File: src/rtl/bus_arbiter_pkg.sv
// Shared definitions for the bus arbiter slice: master count, index width,
// FSM state type and the default grant-hold limit.
package bus_arbiter_pkg;

    localparam int NUM_MASTERS            = 8;
    localparam int IDX_W                  = 3;
    localparam int DEFAULT_TIMEOUT_CYCLES = 255;
    localparam int HOLD_CNT_W             = 8;

    typedef enum logic [1:0] {
        ST_IDLE    = 2'd0,
        ST_GRANT   = 2'd1,
        ST_RELEASE = 2'd2
    } arb_state_t;

endpackage : bus_arbiter_pkg

File: src/rtl/bus_arbiter_hold_timer.sv
// arb_hold_timer: counts cycles a grant has been held and flags when the
// configured limit is reached. Used only when BUS_ARBITER_TIMEOUT_EN is defined.
module arb_hold_timer
    import bus_arbiter_pkg::*;
#(
    parameter int CNT_W = HOLD_CNT_W
) (
    input  logic             clk,
    input  logic             rst,
    input  logic             clear,
    input  logic             enable,
    input  logic [CNT_W-1:0] limit,
    output logic             expired
);

    logic [CNT_W-1:0] count_reg;
    logic [CNT_W-1:0] count_next;

    // count_reg holds the number of completed grant cycles before the current
    // one, so the limit is reached when the cycle now in progress is number 'limit'.
    assign expired = ((CNT_W+1)'(count_reg) + (CNT_W+1)'(1)) >= (CNT_W+1)'(limit);

    always_comb begin
        count_next = count_reg;
        if (clear) begin
            count_next = '0;
        end else if (enable && !expired) begin
            count_next = count_reg + CNT_W'(1);
        end
    end

    always_ff @(posedge clk or posedge rst) begin
        if (rst) begin
            count_reg <= '0;
        end else begin
            count_reg <= count_next;
        end
    end

endmodule : arb_hold_timer

File: src/rtl/bus_arbiter.sv
// Non-preemptive 8-master bus arbiter fed by an external priority encoder.
// Optional grant-hold timeout with master masking under BUS_ARBITER_TIMEOUT_EN.
module bus_arbiter
    import bus_arbiter_pkg::*;
#(
    parameter int TIMEOUT_CYCLES = DEFAULT_TIMEOUT_CYCLES
) (
    input  logic                   clk,
    input  logic                   rst,
    input  logic [NUM_MASTERS-1:0] req,
    output logic [NUM_MASTERS-1:0] req_masked,
    input  logic [IDX_W:0]         enc,
    output logic [NUM_MASTERS-1:0] gnt,
    output logic                   gnt_valid,
    output logic [IDX_W-1:0]       gnt_idx,
    output logic                   timeout_err
);

    if (TIMEOUT_CYCLES < 1 || TIMEOUT_CYCLES > 255) begin : g_bad_timeout
        $error("bus_arbiter: TIMEOUT_CYCLES must be in 1..255");
    end

    arb_state_t             state_reg, state_next;
    logic [IDX_W-1:0]       owner_reg, owner_next;
    logic [NUM_MASTERS-1:0] gnt_reg, gnt_next;
    logic                   gnt_valid_reg, gnt_valid_next;
    logic [IDX_W-1:0]       gnt_idx_reg, gnt_idx_next;
    logic                   timeout_err_reg, timeout_err_next;

    logic [NUM_MASTERS-1:0] enc_onehot;
    logic [NUM_MASTERS-1:0] owner_onehot;
    logic                   enc_hit;
    logic                   owner_req;
    logic                   timer_expired;
    logic                   timeout_fire;

    for (genvar gi = 0; gi < NUM_MASTERS; gi++) begin : g_decode
        assign enc_onehot[gi]   = (enc[IDX_W-1:0] == IDX_W'(gi));
        assign owner_onehot[gi] = (owner_reg == IDX_W'(gi));
    end

    // The encoding is only trusted if the indexed master is still requesting
    // (and not masked); a stale encoder output must not produce a grant.
    assign enc_hit      = enc[IDX_W] && |(enc_onehot & req_masked);
    assign owner_req    = |(owner_onehot & req);
    assign timeout_fire = (state_reg == ST_GRANT) && owner_req && timer_expired;

`ifdef BUS_ARBITER_TIMEOUT_EN
    logic [NUM_MASTERS-1:0] mask_reg;
    logic [NUM_MASTERS-1:0] mask_next;

    for (genvar gi = 0; gi < NUM_MASTERS; gi++) begin : g_mask
        assign mask_next[gi] = (mask_reg[gi] & req[gi]) | (timeout_fire & owner_onehot[gi]);
    end

    always_ff @(posedge clk or posedge rst) begin
        if (rst) begin
            mask_reg <= '0;
        end else begin
            mask_reg <= mask_next;
        end
    end

    assign req_masked = req & ~mask_reg;

    arb_hold_timer #(
        .CNT_W (HOLD_CNT_W)
    ) u_hold_timer (
        .clk     (clk),
        .rst     (rst),
        .clear   (state_reg != ST_GRANT),
        .enable  (state_reg == ST_GRANT),
        .limit   (HOLD_CNT_W'(TIMEOUT_CYCLES)),
        .expired (timer_expired)
    );
`else
    assign req_masked    = req;
    assign timer_expired = 1'b0;
`endif

    always_comb begin
        state_next       = state_reg;
        owner_next       = owner_reg;
        gnt_next         = gnt_reg;
        gnt_valid_next   = gnt_valid_reg;
        gnt_idx_next     = gnt_idx_reg;
        timeout_err_next = 1'b0;

        case (state_reg)
            ST_IDLE: begin
                if (enc_hit) begin
                    state_next     = ST_GRANT;
                    owner_next     = enc[IDX_W-1:0];
                    gnt_next       = enc_onehot;
                    gnt_valid_next = 1'b1;
                    gnt_idx_next   = enc[IDX_W-1:0];
                end
            end
            ST_GRANT: begin
                if (!owner_req || timeout_fire) begin
                    state_next       = ST_RELEASE;
                    gnt_next         = '0;
                    gnt_valid_next   = 1'b0;
                    gnt_idx_next     = '0;
                    timeout_err_next = timeout_fire;
                end
            end
            ST_RELEASE: begin
                state_next = ST_IDLE;
            end
            default: begin
                state_next     = ST_IDLE;
                gnt_next       = '0;
                gnt_valid_next = 1'b0;
                gnt_idx_next   = '0;
            end
        endcase
    end

    always_ff @(posedge clk or posedge rst) begin
        if (rst) begin
            state_reg       <= ST_IDLE;
            owner_reg       <= '0;
            gnt_reg         <= '0;
            gnt_valid_reg   <= 1'b0;
            gnt_idx_reg     <= '0;
            timeout_err_reg <= 1'b0;
        end else begin
            state_reg       <= state_next;
            owner_reg       <= owner_next;
            gnt_reg         <= gnt_next;
            gnt_valid_reg   <= gnt_valid_next;
            gnt_idx_reg     <= gnt_idx_next;
            timeout_err_reg <= timeout_err_next;
        end
    end

    assign gnt         = gnt_reg;
    assign gnt_valid   = gnt_valid_reg;
    assign gnt_idx     = gnt_idx_reg;
    assign timeout_err = timeout_err_reg;

endmodule : bus_arbiter
File: config.mk
export PLATFORM = sky130hd
export DESIGN_NAME = bus_arbiter
export DESIGN_NICKNAME = d
export VERILOG_FILES = /design/src/rtl/bus_arbiter_pkg.sv /design/src/rtl/bus_arbiter_hold_timer.sv /design/src/rtl/bus_arbiter.sv
export SDC_FILE = /design/constraint.sdc
export NUM_CORES = 1
export LEC_CHECK = 0
export CORE_MARGIN = 1
export CORE_UTILIZATION = 43
export DETAILED_ROUTE_END_ITERATION = 12
export PLACE_DENSITY_LB_ADDON = 0.05
export SETUP_SLACK_MARGIN = 0.02
export SLEW_MARGIN = 20
export SYNTH_ARGS = -nofsm -noshare
export SYNTH_HDL_FRONTEND = slang
export SYNTH_SLANG_ARGS = --single-unit
File: constraint.sdc
create_clock -name clk -period 2.1 [get_ports clk]
set_clock_uncertainty 0.1 [all_clocks]
set_input_delay 0.315 -clock clk [delete_from_list [all_inputs] [get_ports clk]]
set_output_delay 0.315 -clock clk [all_outputs]
set_load 0.01 [all_outputs]
---- Yosys cells after proc, flatten, opt, wreduce, memory -nomap -nowiden ----
Cells that the tools add are included.
word-level totals
  register bits ........................... 17
  bits in latches ......................... 0
  RAM bits ................................ 0
  memory bits (read-only) ................. 0
  input bits .............................. 14
  logic and storage cells ................. 47
  memories ................................ 0
operators by class
  add/subtract/negate cells ............... 0
  multipliers ............................. 0
  div/mod/pow operators ................... 0
  $lt $le $gt $ge ......................... 0
  equality and inequality tests ........... 18
  shifts and indexed selects .............. 0
  muxes and demuxes ....................... 12
  bitwise operators ....................... 3
  reductions and logical operators ........ 9
operator list
  cell                  count
  $eq A3 B3 Y1 const B  8
  $pmux W8 S3           1
  $and A8 B8 Y8         2
  $mux W8               2
  $reduce_or A8 Y1      2
  $eq A3 B2 Y1 const B  4
  $pmux W3 S3           1
  $eq A3 B1 Y1 const B  2
  $logic_not A3 Y1      2
  $mux W3               2
  $mux W2               2
  $ne A2 B2 Y1 const B  2
  $pmux W2 S2           1
  $reduce_and A2 Y1     2
  $pmux W1 S3           1
  $reduce_and A3 Y1     1
  $eq A2 B1 Y1 const B  1
  $eq A2 B2 Y1 const B  1
  $logic_not A2 Y1      1
  $mux W1               2
  $logic_and A1 B1 Y1   1
  $not A1 Y1            1

---- Depth between registers and ports, before layout ----
  depth in word-level cells ............... 6
  gate-level depth with buffers ........... 7
  depth with buffers taken out ............ 5

---- Worst setup path before layout ----
OpenSTA, ideal clock, no wires.
  path kind ............................... register to register
  start ................................... register owner_reg[2]
  end ..................................... register gnt_idx_reg[1], in the netlist gnt_idx[1]
  data arrival time ....................... 1386 ps
  required time ........................... 1879 ps
  setup slack ............................. 493 ps
  cell stages (with the launch flop) ...... 8
  buffers on the path ..................... 2
  period minus slack after synthesis ...... 1607 ps
  path through ............................ dfrtp_1 buf_6 mux2i_1 a22oi_1 a41o_1 buf_6 and2_4 a22o_1
between the ends
  word-level cells in the longest chain between the ends .. 5
ends and longest elaborated chain
  element                                     line                source
  start: declaration                          bus_arbiter.sv:24   logic [IDX_W-1:0] owner_reg, owner_next;
  start signal: assignment                    bus_arbiter.sv:130  owner_reg <= owner_next;
  $eq A3 B1 Y1, or another cell as far along  bus_arbiter.sv:39   assign owner_onehot[gi] = (owner_reg == IDX_W'(gi));
  $and A8 B8 Y8 (*)                           bus_arbiter.sv:45   assign owner_req = |(owner_onehot & req);
  $reduce_or A8 Y1 (*)                        bus_arbiter.sv:45
  $ne A2 B2 Y1 (no line) (*)                  n/a
  $reduce_and A3 Y1 (no line) (*)             n/a
  end signal: assignment                      bus_arbiter.sv:133  gnt_idx_reg <= gnt_idx_next;
  end: declaration                            bus_arbiter.sv:27   logic [IDX_W-1:0] gnt_idx_reg, gnt_idx_next;
Mark *: on every way between the ends. The rest lies on a longest branch, timed or not.
A chain may end at the register's enable or synchronous reset.

---- Worst setup path in the final report ----
  start ................................... input enc[0]
  end ..................................... register gnt_reg[3], in the netlist gnt[3]
between the ends
  word-level cells in the longest chain between the ends .. 6
ends and longest elaborated chain
  element                                     line                source
  start: declaration                          bus_arbiter.sv:12   input logic [IDX_W:0] enc,
  $eq A3 B1 Y1, or another cell as far along  bus_arbiter.sv:38   assign enc_onehot[gi] = (enc[IDX_W-1:0] == IDX_W'(gi));
  $and A8 B8 Y8                               bus_arbiter.sv:44   assign enc_hit = enc[IDX_W] && |(enc_onehot & req_masked);
  $reduce_or A8 Y1                            bus_arbiter.sv:44
  $logic_and A1 B1 Y1                         bus_arbiter.sv:44
  $ne A2 B2 Y1 (no line)                      n/a
  $reduce_and A3 Y1 (no line)                 n/a
  end signal: assignment                      bus_arbiter.sv:131  gnt_reg <= gnt_next;
  end: declaration                            bus_arbiter.sv:25   logic [NUM_MASTERS-1:0] gnt_reg, gnt_next;
Several ways; a longest one is shown, not always the timed one. The select of a mux whose other input is x is not followed.

==> reports/metrics.csv <==
stage,metric,value,unit
status,outcome,finished clean,
synth,yosysTopAreaCell,dfrtp_1,
timing,worst_pin_slew,0.6326,ns
drt,drc,0,
die,rows,16,
synth,yosysWarnings,0,
clock_tree,cts-htree-levels,1,
grt,antenna_found_initial,0,
timing,slew_violations,0,
synth,async_flop_share,1.000,
timing,period_minus_slack,1.800,ns
die,start_util,0.4740,
worst_setup_path,critPathMaxFanout,6,
final_layout,n_fill_cell,178,
worst_setup_path,endpoint_kind,flop,
synth,synth_area_leaders,"dfrtp_1 44%, mux2i_1 8.4%, buf_4 7.8%, nand3_1 5.2%, nand2_1 4.3%",
drt,routed_wirelength,1875,um
final_layout,num_antenna_cells,0,
drt,routedWlPerCell,12.25,um
clock_tree,cts-root-buf,clkbuf_4,
power_and_ir_drop,combPwrFrac,0.479,
worst_setup_path,required,2.21,ns
power_and_ir_drop,leakagePower,0.5829,nW
synth,syn_nets,108,
power_and_ir_drop,switching_share,0.3420,
timing,fmax,555.6,MHz
synth,yosys-top-cells-count,"17 x dfrtp_1, 11 x nand2_1, 10 x buf_4, 10 x nand3_1, 8 x mux2i_1",
place,hpwl,1499,um
final_layout,largest_reg_flops,8,
power_and_ir_drop,p_total,1.346,mW
synth,synth_ff_type,dfrtp_1,
synth,synth_most_common_cell,dfrtp_1,
place,placed_cells,149,
die,die_h,49.21,um
grt,grt_pass1_vias,778,
worst_setup_path,critical_path_class,in2reg,
power_and_ir_drop,powerDensity,1016,nW/um2
drt,vias,768,
hold_path,holdCritPathClass,in2async,
timing,min_period_over_period,0.8571,
synth,synth_cell_type_count,32,
worst_setup_path,start_kind,input pin,
synth,postSynthAreaPerCell,10.20,um2
place,place.gp.congestion,0.7688,
drt,drt_first_iter_violations,17,
synth,netlist_instances,94,
die,core_area,2022,um2
synth,ys_seq_elements,17,
clock_tree,cts_sinks,17,
final_layout,drive_gt1_frac,0.1508,
clock_tree,clock_latency,0.28,ns
synth,ys_seq_area_frac,0.4439,
clock_tree,tritoncts,built,
synth,synth-edff-count,0,
timing,rsz0062_at_grt,false,
clock_tree,cts_setup_buffers,0,
grt,grt_max_degree,18,
power_and_ir_drop,p_seq_frac,0.397,
timing,hold_violations,0,
power_and_ir_drop,pwr-share-clk,0.124,
synth,netlist.area_leader.share,0.4439,
timing,slew_headroom,0.5778,
clock_tree,cts_hold_buf,0,
synth,syn-cell-area,958.4,um2
timing,finalSetupViolCount,0,
die,io_pins,35,
final_layout,final_cells,153,
die,die_w,49.21,um
worst_setup_path,cp.arrival,1.91,ns
clock_tree,clk_pin_slew_worst_paths,0.09,ns
clock_tree,cts_inserted_buffers,3,
place,io_buffers,33,
final_layout,syn2layout_area_growth,38.25,%
flow_run,cap_viol_max_count,0,
final_layout,layout.nets,141,
drt,drtAntennaViolNets,0,
drt,drtPass1Iterations,4,
grt,grt_usage,0.1885,
power_and_ir_drop,p_int,0.8856,mW
grt,gr-total-overflow,0,
clock_tree,cts.path.max_buffers,2,
power_and_ir_drop,p_switching,0.4602,mW
drt,viasPerCell,5.020,
power_and_ir_drop,irDropWorstVdd,0.5548,mV
die,dieArea,2422,um2
clock_tree,cts_resized,0,
timing,whs,0.3073,ns
grt,grt_pass1_wl,3525,um
-- power by group through the flow --
stage	Combinational, mW	Sequential, mW	Clock (mW)
global route	0.714	0.554	0.194
finish	0.644	0.534	0.167
global placement	0.644	0.539	0
detailed placement	0.648	0.544	0
CTS	0.654	0.537	0.179
floorplan	0.382	0.548	0
-- per-stage QoR --
| step | utilization | instance area [um2] | setup TNS, ns | setup WS [ns] |
|---|---|---|---|---|
| after floorplan | - | 958.4 | 0 | 0.4928 |
| after global placement | 0.6423 | 1299 | 0 | 0.05185 |
| after detailed placement | 0.6423 | 1299 | -0.003322 | -0.003322 |
| after CTS | 0.6553 | 1325 | 0 | 0.3055 |
| after global routing | 0.6553 | 1325 | 0 | 0.1653 |
| final | 0.6553 | 1325 | 0 | 0.3000 |
-- critical path, stage by stage --
cell             delay (ns)
clkdlybuf4s50_1        0.62
mux2i_1                0.12
o22ai_1                0.36
o21a_2                 0.24
nand2_2                0.12
o21ai_1                0.14
-- worst paths after layout --
check                                     to    startpoint  cells past startpoint  slack [ns]
worst min-delay path                  gnt[2]           rst                      2        0.31
max in group asynchronous             gnt[0]           rst                      2        1.19
worst max-delay path                  gnt[3]        enc[0]                      6        0.30
min in group clk                state_reg[0]  state_reg[1]                      1        0.38
worst max register to register    gnt_idx[2]  owner_reg[2]                      5        0.42
worst min register to register  state_reg[0]  state_reg[1]                      1        0.38
-- logic make-up after synthesis --
kind of cell           after synthesis  share of synthesized area
flip-flops                          17                     0.4439
other                                1                   0.003913
buffers and inverters               16                     0.1253
AND/OR/NAND/NOR                     32                     0.1684
AO/OA/AOI/OAI                       20                     0.1749
multiplexers                         8                    0.08355
-- layout by cell type (no fill, tap or decap) --
cell             instances
inv_1                    3
and2_4                   1
nor2_1                   1
o21ai_4                  1
o22ai_1                  1
a21oi_1                  1
conb_1                   1
or2_1                    1
clkdlybuf4s50_1         33
a22oi_1                  1
nand2_1                 11
nand2_2                  1
a22o_1                   2
buf_4                    6
nand3_1                 10
o211ai_1                 1
o21a_2                   1
o31ai_2                  2
mux2i_1                  8
and3_2                   1
dfrtp_1                 17
o31ai_1                  2
a41o_1                   1
nand3b_1                 1
nor3_1                   1
clkbuf_4                 3
a21boi_0                 1
o22ai_2                  1
nor2b_1                  1
o2bb2ai_1                1
and3_1                   1
o21ai_1                  4
buf_12                   2
nand2b_1                 2
clkbuf_1                 1
-- layer usage --
metal  global-route usage  vias to the layer above  part of all wire
met5                    0                        -                 0
met4              0.04412                        0            0.0080
met3              0.04673                        2             0.043
met2               0.2945                       20              0.45
met1               0.2598                      353              0.49
li1                     -                      393                 -
-- final cells by class --
type                       count  area, um2  share of cell area
inverter                       3      11.26            0.008499
multi-input combinational     61      412.9              0.3116
clock buffer                   4      26.28             0.01983
tap                           27      33.78             0.02550
sequential                    17      425.4              0.3211
timing repair buffer          41      415.4              0.3135
Note: power is estimated with default switching activity, not from simulation.
